--- src/rtl/inst_fetch_req_pkg.sv ---
// Shared fetch definitions: CP0 reset vector, fetch exception codes and the output-buffer entry.
package inst_fetch_req_pkg;

  localparam logic [31:0] CP0_RESET_PC = 32'hBFC0_0000;
  localparam logic [4:0]  EXC_AdEL     = 5'h04;
  localparam logic [4:0]  EXC_NONE     = 5'h00;

  typedef struct packed {
    logic [31:0] pc;
    logic [31:0] inst;
    logic        exc;
    logic [4:0]  exccode;
  } fetch_entry_t;

endpackage

--- src/rtl/inst_fetch_req_if.sv ---
// Instruction SRAM-like bus between the fetch unit (master) and the memory side (slave).
interface inst_fetch_req_if;

  logic        req;
  logic        wr;
  logic [1:0]  size;
  logic [3:0]  wstrb;
  logic [31:0] addr;
  logic [31:0] wdata;
  logic        addr_ok;
  logic        data_ok;
  logic [31:0] rdata;

  modport master (
    output req, wr, size, wstrb, addr, wdata,
    input  addr_ok, data_ok, rdata
  );

  modport slave (
    input  req, wr, size, wstrb, addr, wdata,
    output addr_ok, data_ok, rdata
  );

endinterface

--- src/rtl/inst_fetch_req_chk.sv ---
// Protocol checks for inst_fetch_req: no response without an outstanding request, no FIFO overflow.
module inst_fetch_req_chk (
  input logic clk,
  input logic reset,
  input logic data_ok,
  input logic inflight_zero,
  input logic tag_overflow,
  input logic buf_overflow
);

  a_no_orphan_data_ok: assert property (@(posedge clk) disable iff (reset) !(data_ok && inflight_zero));
  a_no_tag_overflow:   assert property (@(posedge clk) disable iff (reset) !tag_overflow);
  a_no_buf_overflow:   assert property (@(posedge clk) disable iff (reset) !buf_overflow);

endmodule

--- src/rtl/inst_fetch_req_sync_fifo.sv ---
// Generic synchronous FIFO with combinational head; clr empties it, push+pop allowed when full.
module sync_fifo #(
  parameter int WIDTH = 32,
  parameter int DEPTH = 4
) (
  input  logic                   clk,
  input  logic                   reset,
  input  logic                   clr,
  input  logic                   push,
  input  logic [WIDTH-1:0]       push_data,
  input  logic                   pop,
  output logic [WIDTH-1:0]       head,
  output logic [$clog2(DEPTH):0] count,
  output logic                   full,
  output logic                   empty
);

  localparam int AW = $clog2(DEPTH);
  localparam logic [AW:0]   CNT_FULL = (AW+1)'(DEPTH);
  localparam logic [AW:0]   CNT_ZERO = {(AW+1){1'b0}};
  localparam logic [AW-1:0] PTR_ONE  = AW'(1);

  logic [WIDTH-1:0] mem_q [DEPTH];
  logic [AW-1:0]    wr_ptr_q, wr_ptr_d;
  logic [AW-1:0]    rd_ptr_q, rd_ptr_d;
  logic [AW:0]      count_q, count_d;
  logic             do_push_s;
  logic             do_pop_s;

  always_comb begin
    do_pop_s  = pop && (count_q != CNT_ZERO);
    do_push_s = push && ((count_q != CNT_FULL) || do_pop_s);
    wr_ptr_d  = wr_ptr_q;
    rd_ptr_d  = rd_ptr_q;
    count_d   = count_q;
    if (clr) begin
      wr_ptr_d = {AW{1'b0}};
      rd_ptr_d = {AW{1'b0}};
      count_d  = CNT_ZERO;
    end else begin
      if (do_push_s) wr_ptr_d = wr_ptr_q + PTR_ONE;
      else           wr_ptr_d = wr_ptr_q;
      if (do_pop_s)  rd_ptr_d = rd_ptr_q + PTR_ONE;
      else           rd_ptr_d = rd_ptr_q;
      count_d = count_q + {{AW{1'b0}}, do_push_s} - {{AW{1'b0}}, do_pop_s};
    end
  end

  always_ff @(posedge clk) begin
    if (reset) begin
      wr_ptr_q <= {AW{1'b0}};
      rd_ptr_q <= {AW{1'b0}};
      count_q  <= CNT_ZERO;
    end else begin
      wr_ptr_q <= wr_ptr_d;
      rd_ptr_q <= rd_ptr_d;
      count_q  <= count_d;
    end
  end

  // Storage needs no reset: count_q alone decides which slots are valid.
  always_ff @(posedge clk) begin
    if (do_push_s && !clr && !reset) mem_q[wr_ptr_q] <= push_data;
  end

  assign head  = mem_q[rd_ptr_q];
  assign count = count_q;
  assign full  = (count_q == CNT_FULL);
  assign empty = (count_q == CNT_ZERO);

endmodule

--- src/rtl/inst_fetch_req.sv ---
// Instruction fetch request unit: credit-limited fetch, in-order tagging, flush/drop on redirect or reset.
// Optional INST_FETCH_PERF_EN adds the discard_cnt port counting dropped responses.
module inst_fetch_req
  import inst_fetch_req_pkg::*;
#(
  parameter int          DEPTH    = 4,
  parameter logic [31:0] RESET_PC = CP0_RESET_PC
) (
  input  logic                   clk,
  input  logic                   reset,
  inst_fetch_req_if.master       inst_sram,
  input  logic                   redirect_valid,
  input  logic [31:0]            redirect_pc,
  output logic                   out_valid,
  input  logic                   out_ready,
  output logic [31:0]            out_pc,
  output logic [31:0]            out_inst,
  output logic                   out_exc,
  output logic [4:0]             out_exccode
`ifdef INST_FETCH_PERF_EN
  ,
  output logic [31:0]            discard_cnt
`endif
);

  localparam int CW = $clog2(DEPTH) + 1;
  localparam int TW = CW + 1;
  localparam logic [TW-1:0] CREDITS  = TW'(DEPTH);
  localparam logic [TW-1:0] TW_ZERO  = {TW{1'b0}};
  localparam logic [CW-1:0] CNT_ZERO = {CW{1'b0}};
  localparam logic [CW-1:0] CNT_ONE  = CW'(1);

  logic [31:0]   pc_q, pc_d;
  logic          halted_q, halted_d;
  logic [CW-1:0] drop_q, drop_d;

  logic [CW-1:0] tag_count_s, ob_count_s;
  logic [31:0]   tag_head_s;
  logic          tag_full_s, tag_empty_s, ob_full_s, ob_empty_s;
  fetch_entry_t  ob_head_s, ob_push_data_s;

  logic [TW-1:0] inflight_s, occupancy_s;
  logic [CW-1:0] drop_reload_s;
  logic          req_s, accept_s, resp_valid_s, resp_drop_s, resp_keep_s;
  logic          tag_pop_s, exc_push_s, ob_push_s, ob_pop_s;

  // Outstanding responses are tagged ones plus those already marked for dropping.
  always_comb begin
    inflight_s    = {1'b0, tag_count_s} + {1'b0, drop_q};
    occupancy_s   = inflight_s + {1'b0, ob_count_s};
    req_s         = !reset && !redirect_valid && (pc_q[1:0] == 2'b00)
                    && (occupancy_s < CREDITS) && !halted_q;
    accept_s      = req_s && inst_sram.addr_ok;
    resp_valid_s  = inst_sram.data_ok && (inflight_s != TW_ZERO);
    resp_drop_s   = resp_valid_s && ((drop_q != CNT_ZERO) || redirect_valid || reset);
    resp_keep_s   = resp_valid_s && !resp_drop_s;
    tag_pop_s     = inst_sram.data_ok && (drop_q == CNT_ZERO) && !tag_empty_s;
    drop_reload_s = CW'(inflight_s - {{CW{1'b0}}, resp_valid_s});
    exc_push_s    = !reset && !redirect_valid && (pc_q[1:0] != 2'b00)
                    && (inflight_s == TW_ZERO) && !ob_full_s && !halted_q;
    ob_push_s     = resp_keep_s || exc_push_s;
    ob_pop_s      = out_valid && out_ready;
    if (exc_push_s) begin
      ob_push_data_s = '{pc: pc_q, inst: 32'h0000_0000, exc: 1'b1, exccode: EXC_AdEL};
    end else begin
      ob_push_data_s = '{pc: tag_head_s, inst: inst_sram.rdata, exc: 1'b0, exccode: EXC_NONE};
    end
  end

  // Redirect flushes everything younger and turns every outstanding response into a drop.
  always_comb begin
    pc_d     = pc_q;
    halted_d = halted_q;
    drop_d   = drop_q;
    if (redirect_valid) begin
      pc_d     = redirect_pc;
      halted_d = 1'b0;
      drop_d   = drop_reload_s;
    end else begin
      if (accept_s) pc_d = pc_q + 32'd4;
      else          pc_d = pc_q;
      if (exc_push_s) halted_d = 1'b1;
      else            halted_d = halted_q;
      if (resp_valid_s && (drop_q != CNT_ZERO)) drop_d = drop_q - CNT_ONE;
      else                                      drop_d = drop_q;
    end
  end

  always_ff @(posedge clk) begin
    if (reset) begin
      pc_q     <= RESET_PC;
      halted_q <= 1'b0;
      drop_q   <= drop_reload_s;
    end else begin
      pc_q     <= pc_d;
      halted_q <= halted_d;
      drop_q   <= drop_d;
    end
  end

`ifdef INST_FETCH_PERF_EN
  logic [31:0] discard_q, discard_d;

  always_comb begin
    if (resp_drop_s && (discard_q != 32'hFFFF_FFFF)) discard_d = discard_q + 32'd1;
    else                                             discard_d = discard_q;
  end

  always_ff @(posedge clk) begin
    if (reset) discard_q <= 32'h0000_0000;
    else       discard_q <= discard_d;
  end

  assign discard_cnt = discard_q;
`endif

  sync_fifo #(.WIDTH(32), .DEPTH(DEPTH)) u_tag_fifo (
    .clk       (clk),
    .reset     (reset),
    .clr       (redirect_valid),
    .push      (accept_s),
    .push_data (pc_q),
    .pop       (tag_pop_s),
    .head      (tag_head_s),
    .count     (tag_count_s),
    .full      (tag_full_s),
    .empty     (tag_empty_s)
  );

  sync_fifo #(.WIDTH($bits(fetch_entry_t)), .DEPTH(DEPTH)) u_out_buf (
    .clk       (clk),
    .reset     (reset),
    .clr       (redirect_valid),
    .push      (ob_push_s),
    .push_data (ob_push_data_s),
    .pop       (ob_pop_s),
    .head      (ob_head_s),
    .count     (ob_count_s),
    .full      (ob_full_s),
    .empty     (ob_empty_s)
  );

  inst_fetch_req_chk u_chk (
    .clk           (clk),
    .reset         (reset),
    .data_ok       (inst_sram.data_ok),
    .inflight_zero (inflight_s == TW_ZERO),
    .tag_overflow  (accept_s && tag_full_s && !tag_pop_s),
    .buf_overflow  (ob_push_s && ob_full_s && !ob_pop_s)
  );

  assign inst_sram.req   = req_s;
  assign inst_sram.wr    = 1'b0;
  assign inst_sram.size  = 2'd2;
  assign inst_sram.wstrb = 4'b1111;
  assign inst_sram.addr  = pc_q;
  assign inst_sram.wdata = 32'h0000_0000;

  assign out_valid   = !ob_empty_s;
  assign out_pc      = ob_head_s.pc;
  assign out_inst    = ob_head_s.inst;
  assign out_exc     = ob_head_s.exc;
  assign out_exccode = ob_head_s.exccode;

endmodule
--- src/flat_wrapper.sv ---
// flat-port wrapper written by rule: the top's interface ports become plain ports
module inst_fetch_req_flat import inst_fetch_req_pkg::*;
#(
  parameter int          DEPTH    = 4,
  parameter logic [31:0] RESET_PC = CP0_RESET_PC
)
  (clk, reset, redirect_valid, redirect_pc, out_valid, out_ready, out_pc, out_inst, out_exc, out_exccode, inst_sram_req, inst_sram_wr, inst_sram_size, inst_sram_wstrb, inst_sram_addr, inst_sram_wdata, inst_sram_addr_ok, inst_sram_data_ok, inst_sram_rdata);
  inst_fetch_req_if inst_sram_i ();
  input  logic clk;
  input  logic reset;
  input  logic redirect_valid;
  input  logic [31:0] redirect_pc;
  output logic out_valid;
  input  logic out_ready;
  output logic [31:0] out_pc;
  output logic [31:0] out_inst;
  output logic out_exc;
  output logic [4:0] out_exccode;
  output wire logic [$bits(inst_sram_i.req)-1:0] inst_sram_req;
  output wire logic [$bits(inst_sram_i.wr)-1:0] inst_sram_wr;
  output wire logic [$bits(inst_sram_i.size)-1:0] inst_sram_size;
  output wire logic [$bits(inst_sram_i.wstrb)-1:0] inst_sram_wstrb;
  output wire logic [$bits(inst_sram_i.addr)-1:0] inst_sram_addr;
  output wire logic [$bits(inst_sram_i.wdata)-1:0] inst_sram_wdata;
  input wire logic [$bits(inst_sram_i.addr_ok)-1:0] inst_sram_addr_ok;
  input wire logic [$bits(inst_sram_i.data_ok)-1:0] inst_sram_data_ok;
  input wire logic [$bits(inst_sram_i.rdata)-1:0] inst_sram_rdata;
  assign inst_sram_req = inst_sram_i.req;
  assign inst_sram_wr = inst_sram_i.wr;
  assign inst_sram_size = inst_sram_i.size;
  assign inst_sram_wstrb = inst_sram_i.wstrb;
  assign inst_sram_addr = inst_sram_i.addr;
  assign inst_sram_wdata = inst_sram_i.wdata;
  assign inst_sram_i.addr_ok = inst_sram_addr_ok;
  assign inst_sram_i.data_ok = inst_sram_data_ok;
  assign inst_sram_i.rdata = inst_sram_rdata;
  inst_fetch_req #(.DEPTH(DEPTH), .RESET_PC(RESET_PC)) u_core (.clk(clk), .reset(reset), .inst_sram(inst_sram_i), .redirect_valid(redirect_valid), .redirect_pc(redirect_pc), .out_valid(out_valid), .out_ready(out_ready), .out_pc(out_pc), .out_inst(out_inst), .out_exc(out_exc), .out_exccode(out_exccode));
endmodule
--- config.mk ---
export PLATFORM = sky130hd
export DESIGN_NAME = inst_fetch_req_flat
export DESIGN_NICKNAME = d
export VERILOG_FILES = /design/src/rtl/inst_fetch_req_pkg.sv /design/src/rtl/inst_fetch_req_if.sv /design/src/rtl/inst_fetch_req_chk.sv /design/src/rtl/inst_fetch_req_sync_fifo.sv /design/src/rtl/inst_fetch_req.sv /design/src/flat_wrapper.sv
export SDC_FILE = /design/constraint.sdc
export NUM_CORES = 1
export LEC_CHECK = 0
export CORE_MARGIN = 4
export CORE_UTILIZATION = 28
export DETAILED_ROUTE_END_ITERATION = 10
export GPL_ROUTABILITY_DRIVEN = 0
export HOLD_SLACK_MARGIN = 0.15
export PLACE_DENSITY = 0.44
export SYNTH_ARGS = -nofsm -noshare
export SYNTH_HDL_FRONTEND = slang
export SYNTH_SLANG_ARGS = --single-unit
--- constraint.sdc ---
create_clock -name clk -period 12 [get_ports clk]
set_input_delay 1.8 -clock clk [delete_from_list [all_inputs] [get_ports clk]]
set_output_delay 1.8 -clock clk [all_outputs]
set_load 0.01 [all_outputs]
==> flow_metrics.env, run 1 <==
export IMPL_outcome="finished, final reports clean"
export IMPL_r2r_end="u_core.u_tag_fifo.count[2]$_SDFF_PP0_"
export IMPL_synth_top_cell_by_area="edfxtp_1"
export IMPL_cts_clk_slew_worst_paths_ps=60
export IMPL_combPwrFrac_pct=8.0
export IMPL_port_buffers=169
export IMPL_dr_total_vias=10200
export IMPL_cp_buffers_inverters=2
export IMPL_cts_buffers=49
export IMPL_synth_cell_types=57
export IMPL_insertion_delay_ps=580
export IMPL_drv_slew=0
export IMPL_htree_num_levels=2
export IMPL_hold_buffers=0
export IMPL_drive_gt1_share_pct=15.7
export IMPL_cp_common_cell="ha_1"
export IMPL_grt_pass1_vias=10700
export IMPL_hp_start="u_core.halted_q$_SDFFE_PP0P_"
export IMPL_finalSetupViolCount=0
export IMPL_ys_ff_latch=442
export IMPL_p_sw_share_pct=22.5
export IMPL_fin_crit_ps=5870
export IMPL_ctsResizeCount=0
export IMPL_first_pass_iters=5
export IMPL_wl_um=47200
export IMPL_cts_num_sinks=442
export IMPL_yosysSeqAreaShare_pct=69.9
export IMPL_power_density_mw_per_mm2=158
export IMPL_cts_root_buf="clkbuf_16"
export IMPL_synth_cells=1095
export IMPL_end_kind="output port"
export IMPL_synth_edf_count=391
export IMPL_worstMarginPinSlew_ps=1010
export IMPL_wire_per_inst_um=21.7
export IMPL_drcViolationCount=0
export IMPL_grt_max_degree=70
export IMPL_worst_path_max_delay_cell="clkdlybuf4s50_1"
export IMPL_worstSetupPathType="reg2out"
export IMPL_seqPwrFrac_pct=49.8
export IMPL_die_y_um=263
export IMPL_worstPathCellList="ha_1, inv_1, fa_1, xnor2_1, ha_1, or3_1, a2111o_1, nand3_1, and2_1, clkdlybuf4s50_1"
export IMPL_r2r_cells=16
export IMPL_area_growth_pct=22.7
export IMPL_fin_crit_sh_pct=48.9
export IMPL_via_per_inst=4.68
export IMPL_rrSetupSlack_ps=7550
export IMPL_tns_ps=0
export IMPL_final_setup_skew_ps=13.8
export IMPL_worst_setup_path_start_kind="flop"
export IMPL_max_slew_margin_pct=32.4
export IMPL_yosys_warnings=0
export IMPL_globalRoute_totalOverflow=0
export IMPL_post_cts_buffers=0
export IMPL_start_util_pct=28.3
export IMPL_initialDrtViolationCount=697
export IMPL_rsz0062_at_grt="no"
export IMPL_die_area_mm2=0.0693
export IMPL_syn_cell_area_mm2=0.0182
export IMPL_p_clk_share_pct=42.2
export IMPL_fp_dieW_um=263
export IMPL_synth_top_area_share_pct=64.4
export IMPL_hold_viol_final=0
export IMPL_critPathTopFamily="adder cells"
export IMPL_place_worst_setup_slack_ps=6470
export IMPL_ir_worst_vdd_uv=87.0
export IMPL_p_switching_uw=793
export IMPL_rows=93
export IMPL_antenna_cells=0
export IMPL_ant_nets=0
export IMPL_leakagePower_nw=7.23
export IMPL_max_freq_mhz=170
export IMPL_grt_pass1_wl_um=70600
export IMPL_nets=1371
export IMPL_setup_slack_ps=6130
export IMPL_antenna_found_initial=0
export IMPL_grt_total_usage_pct=13.3
export IMPL_hold_path_class="reg2reg"
export IMPL_io_pin_count=213
export IMPL_core_area_mm2=0.0645
export IMPL_hold_path_depth=2
export IMPL_r2r_start="u_core.u_tag_fifo.count[0]$_SDFF_PP0_"
export IMPL_cp_max_fo=7
export IMPL_syn_area_per_cell_um2=16.7
export IMPL_synth_ff_type="edfxtp_1"
export IMPL_yosys_top_cells_area="edfxtp_1 64%, mux4_2 12%, dfxtp_1 5.6%, nand2_1 2.4%, buf_4 1.8%"
export IMPL_drv_cap=0
export IMPL_internal_power_mw=2.74
export IMPL_dp_final_hpwl_um=29400
export IMPL_whs_endpoint="u_core.halted_q$_SDFFE_PP0P_"
export IMPL_cp_arrival_ps=4070
export IMPL_cp_slowest_stage_delay_ps=540
export IMPL_ctsLongestPathBuffers=3
export IMPL_cts_tree="done"
export IMPL_critPathRequiredTime_ps=10200
export IMPL_total_power_mw=3.53
export IMPL_async_flop_share_pct=0
==> per-stage QoR <==
step,instances,hold slack (ps),cell area (um2),utilization [%]
finish,2171,519,22400,34.7
global route,2171,575,22400,34.7
CTS,2171,522,22400,34.7
detailed placement,2081,514,20800,32.3
global placement,2081,510,20800,32.3
floorplan,1136,442,18400,-
==> flip-flops by register name, indices dropped and copies added, names as in the netlist, 2 cells and up, named ones only <==
signal and flops:
u_core.u_out_buf.wr_ptr_q 2, u_core.u_tag_fifo.rd_ptr_q 2, u_core.u_tag_fifo.mem_q 128, u_core.u_tag_fifo.wr_ptr_q 2
u_core.u_out_buf.rd_ptr_q 2, u_core.u_tag_fifo.count 3, u_core.u_out_buf.count 3, u_core.inst_sram.addr 32
u_core.drop_q 3, u_core.u_out_buf.mem_q 260
==> kinds of logic after synthesis <==
| group | share of synthesized area, % |
|---|---|
| simple gates | 8.56 |
| other cells | 0.0412 |
| fa+ha+maj | 1.77 |
| mux | 12.4 |
| buf+inv | 3.37 |
| xor+xnor | 0.576 |
| flops | 69.9 |
| compound gates | 3.36 |
==> tightest hold or removal path: cells and delay by family (launching register included) <==
family           cells  cell delay [ps]
AND/OR/NAND/NOR      2              150
flip-flops           1              330
==> worst max-delay path by stage <==
stage | startpoint | to | slack, ps | cells after the start
2_1_floorplan | redirect_valid | u_core.u_out_buf.mem_q[0][10]$_DFFE_PP_ | 7130 | 5
3_3_place_gp | reset | inst_sram_req | 6470 | 6
3_5_place_dp | reset | u_core.u_out_buf.mem_q[0][17]$_DFFE_PP_ | 6470 | 7
4_1_cts | u_core.u_tag_fifo.count[0]$_SDFF_PP0_ | inst_sram_req | 6080 | 10
5_1_grt | u_core.u_tag_fifo.count[0]$_SDFF_PP0_ | inst_sram_req | 5910 | 10
6_report | u_core.u_tag_fifo.count[0]$_SDFF_PP0_ | inst_sram_req | 6130 | 10
==> synth_stat cells (all sizes together) (10+ instances only) <==
library cell  instances
a31oi                19
and2                 43
and3                 18
buf                  54
clkbuf               43
dfxtp                51
edfxtp              391
ha                   21
inv                  23
mux4                 97
nand2               115
nand3                28
nor2                 30
nor3                 12
o21ai                11
or3                  14
or4                  10
==> power groups by stage <==
stage	clock network, mW	registers [mW]	logic, mW
after floorplan	0	1.77	0.168
after global placement	0	1.79	0.284
after detailed placement	0	1.79	0.287
after CTS	1.54	1.76	0.288
after global routing	1.60	1.76	0.313
final	1.49	1.76	0.281
==> cell usage in the layout (no fill, tap or decap), drive strengths merged, types with 7 or more instances in the layout <==
cell type | synthesis | final
or4 | 10 | 10
nor3 | 12 | 12
buf | 54 | 18
edfxtp | 391 | 391
a31oi | 19 | 19
a32oi | 9 | 9
conb | 2 | 43
and3 | 18 | 18
nand3 | 28 | 28
clkbuf | 43 | 72
clkdlybuf4s50 | 0 | 169
ha | 21 | 21
and4 | 7 | 7
o21ai | 11 | 11
nand2 | 115 | 115
a21oi | 9 | 9
dfxtp | 51 | 51
clkinv | 0 | 11
xnor2 | 8 | 8
or3 | 14 | 14
nor2 | 30 | 30
mux4 | 97 | 97
inv | 23 | 24
nand4 | 8 | 8
and2 | 43 | 43
==> area by class of cell <==
| class | instances | area (um2) |
|---|---|---|
| Clock buffer | 72 | 1400 |
| Clock inverter | 18 | 191 |
| Fill cell | 6230 | 42100 |
| Inverter | 23 | 86.3 |
| Multi-Input combinational cell | 574 | 5050 |
| Sequential cell | 442 | 12800 |
| Tap cell | 855 | 1070 |
| Timing Repair Buffer | 187 | 1830 |
==> per-layer routing <==
metal  share of wire [%]  routed length [um]  GRT usage (%)
met5                   0                   0              0
met4                 1.8                 842           3.29
met3                 4.6                2180           2.27
met2                  50               23700           23.1
met1                  43               20500           17.5
(Power assumes the default switching activity.)
==> inputs of run 2 (changes only) <==
--- a/config.mk
+++ b/config.mk
@@ -10,7 +10,7 @@
 export DETAILED_ROUTE_END_ITERATION = 10
 export GPL_ROUTABILITY_DRIVEN = 0
 export HOLD_SLACK_MARGIN = 0.15
-export PLACE_DENSITY = 0.44
+export PLACE_DENSITY = 0.45
 export SYNTH_ARGS = -nofsm -noshare
 export SYNTH_HDL_FRONTEND = slang
 export SYNTH_SLANG_ARGS = --single-unit
==> constraint.sdc (replaced) <==
create_clock -name clk -period 5.4 [get_ports clk]
set_input_delay 0.81 -clock clk [delete_from_list [all_inputs] [get_ports clk]]
set_output_delay 0.81 -clock clk [all_outputs]
set_load 0.01 [all_outputs]
==> run 2 against run 1 <==
Compared with the run above: clock skew increased by 8.7 ps; first-iteration DRC count rose by 2.4%; critical path depth unchanged; via count grew 0.20%; register-to-register slack lost 6500 ps; non-clock buffer count grew 3; largest cell class unchanged; die area is the same; core utilization rose by 0.16 points.
==> flow_metrics.env, run 2 (same netlist as run 1, synthesis figures left out) <==
export IMPL_outcome="finished, final reports clean"
export IMPL_end_kind="output port"
export IMPL_ctsResizeCount=0
export IMPL_globalRoute_totalOverflow=0
export IMPL_cts_buffers=49
export IMPL_grt_pass1_wl_um=70000
export IMPL_port_buffers=169
export IMPL_regMostFlops="u_core.u_out_buf.mem_q"
export IMPL_drive_gt1_share_pct=15.9
export IMPL_die_y_um=263
export IMPL_grt_max_degree=48
export IMPL_cts_clk_slew_worst_paths_ps=60
export IMPL_grt_pass1_vias=10600
export IMPL_initialDrtViolationCount=714
export IMPL_layout_commonest_cell="edfxtp_1"
export IMPL_p_sw_share_pct=22.3
export IMPL_tns_ps=0
export IMPL_drv_slew=0
export IMPL_max_freq_mhz=207
export IMPL_rsz0062_at_grt="no"
export IMPL_cp_arrival_ps=4020
export IMPL_nets=1374
export IMPL_area_growth_pct=23.3
export IMPL_leakagePower_nw=7.26
export IMPL_critPathLaunch="u_core.u_tag_fifo.count[0]$_SDFF_PP0_"
export IMPL_fp_dieW_um=263
export IMPL_p_switching_mw=1.74
export IMPL_final_instance_count_excl_fill=2171
export IMPL_internal_power_mw=6.09
export IMPL_fin_crit_ps=4830
export IMPL_first_pass_iters=7
export IMPL_drcViolationCount=0
export IMPL_dp_cells=2084
export IMPL_start_util_pct=28.3
export IMPL_seqPwrFrac_pct=49.9
export IMPL_total_power_mw=7.84
export IMPL_cp_common_cell="ha_1"
export IMPL_stdcell_area_mm2=0.0225
export IMPL_ant_nets=0
export IMPL_max_slew_margin_pct=38.7
export IMPL_cts_num_sinks=442
export IMPL_fin_crit_sh_pct=89.4
export IMPL_hold_ws_ps=529
export IMPL_final_setup_skew_ps=22.4
export IMPL_layout_common_cells="391 x edfxtp_1, 169 x clkdlybuf4s50_1, 115 x nand2_1"
export IMPL_via_per_inst=4.69
export IMPL_combPwrFrac_pct=8.0
export IMPL_hold_viol_final=0
export IMPL_placed_area_mm2=0.0209
export IMPL_insertion_delay_ps=580
export IMPL_worstSetupPathType="reg2out"
export IMPL_critPathTopFamily="adder cells"
export IMPL_critPathRequiredTime_ps=4590
export IMPL_cts_tree="done"
export IMPL_p_clk_share_pct=42.2
export IMPL_die_area_mm2=0.0693
export IMPL_htree_num_levels=2
export IMPL_finalSetupViolCount=0
export IMPL_hold_buffers=0
export IMPL_worst_setup_path_start_kind="flop"
export IMPL_post_cts_buffers=0
export IMPL_worstMarginPinSlew_ps=906
export IMPL_hp_start="u_core.u_out_buf.wr_ptr_q[0]$_SDFFE_PP0P_"
export IMPL_largest_reg_flops=260
export IMPL_ctsLongestPathBuffers=3
export IMPL_cts_root_buf="clkbuf_16"
export IMPL_antenna_found_initial=0
export IMPL_dp_final_hpwl_um=30100
export IMPL_r2r_start="u_core.u_tag_fifo.count[0]$_SDFF_PP0_"
export IMPL_worstPathCellList="ha_1, inv_1, fa_1, xnor2_1, ha_1, or3_1, a2111o_1, nand3_1, and2_1, clkdlybuf4s50_1"
export IMPL_drv_cap=0
export IMPL_cp_slowest_stage_delay_ps=540
export IMPL_core_area_mm2=0.0645
export IMPL_ir_worst_vdd_uv=237
export IMPL_grt_total_usage_pct=13.2
export IMPL_dr_total_vias=10200
export IMPL_hold_path_class="reg2reg"
export IMPL_io_pin_count=213
export IMPL_worst_path_max_delay_cell="clkdlybuf4s50_1"
export IMPL_wire_per_inst_um=21.5
export IMPL_utilization_pct=34.9
export IMPL_power_density_mw_per_mm2=348
export IMPL_rows=93
export IMPL_cp_buffers_inverters=2
export IMPL_cp_max_fo=7
export IMPL_wl_um=46600
export IMPL_place_worst_setup_slack_ps=1040
export IMPL_setup_slack_ps=574
run 2: final timing paths:
kind	endpoint	slack [ps]	cells past startpoint
worst max register to register	u_core.u_tag_fifo.count[2]$_SDFF_PP0_	1030	16
worst min-delay path	u_core.u_out_buf.wr_ptr_q[0]$_SDFFE_PP0P_	530	2
worst min register to register	u_core.u_out_buf.wr_ptr_q[0]$_SDFFE_PP0P_	530	2
worst max-delay path	inst_sram_req	570	10
run 2: routing by layer:
layer  up-vias  wire length (um)  track usage [%]
li1       4592                 -                -
met1      5274             21300             18.2
met2       255             22300             21.6
met4         0               841             3.04
met3        58              2120             2.79
met5         -                 0                0
run 2: cell type report:
type / count / area [um2]
Fill cell: 6204 / 42000
Sequential cell: 442 / 12800
Multi-Input combinational cell: 574 / 5050
Timing Repair Buffer: 190 / 1940
Clock buffer: 68 / 1360
Tap cell: 855 / 1070
Clock inverter: 18 / 219
Inverter: 23 / 86.3
Antenna cell: 1 / 2.50
run 2: power by group through the flow:
stage | Sequential [mW] | Combinational (mW) | Clock, mW
final | 3.91 | 0.624 | 3.30
after global routing | 3.92 | 0.694 | 3.58
after global placement | 3.98 | 0.636 | 0
after detailed placement | 3.98 | 0.635 | 0
after CTS | 3.91 | 0.638 | 3.42
after floorplan | 3.94 | 0.374 | 0
run 2: tightest hold or removal path, delay by kind of cell (launching register included):
kind | cells | cell delay [ps]
AO/OA/AOI/OAI | 2 | 140
flip-flops | 1 | 340
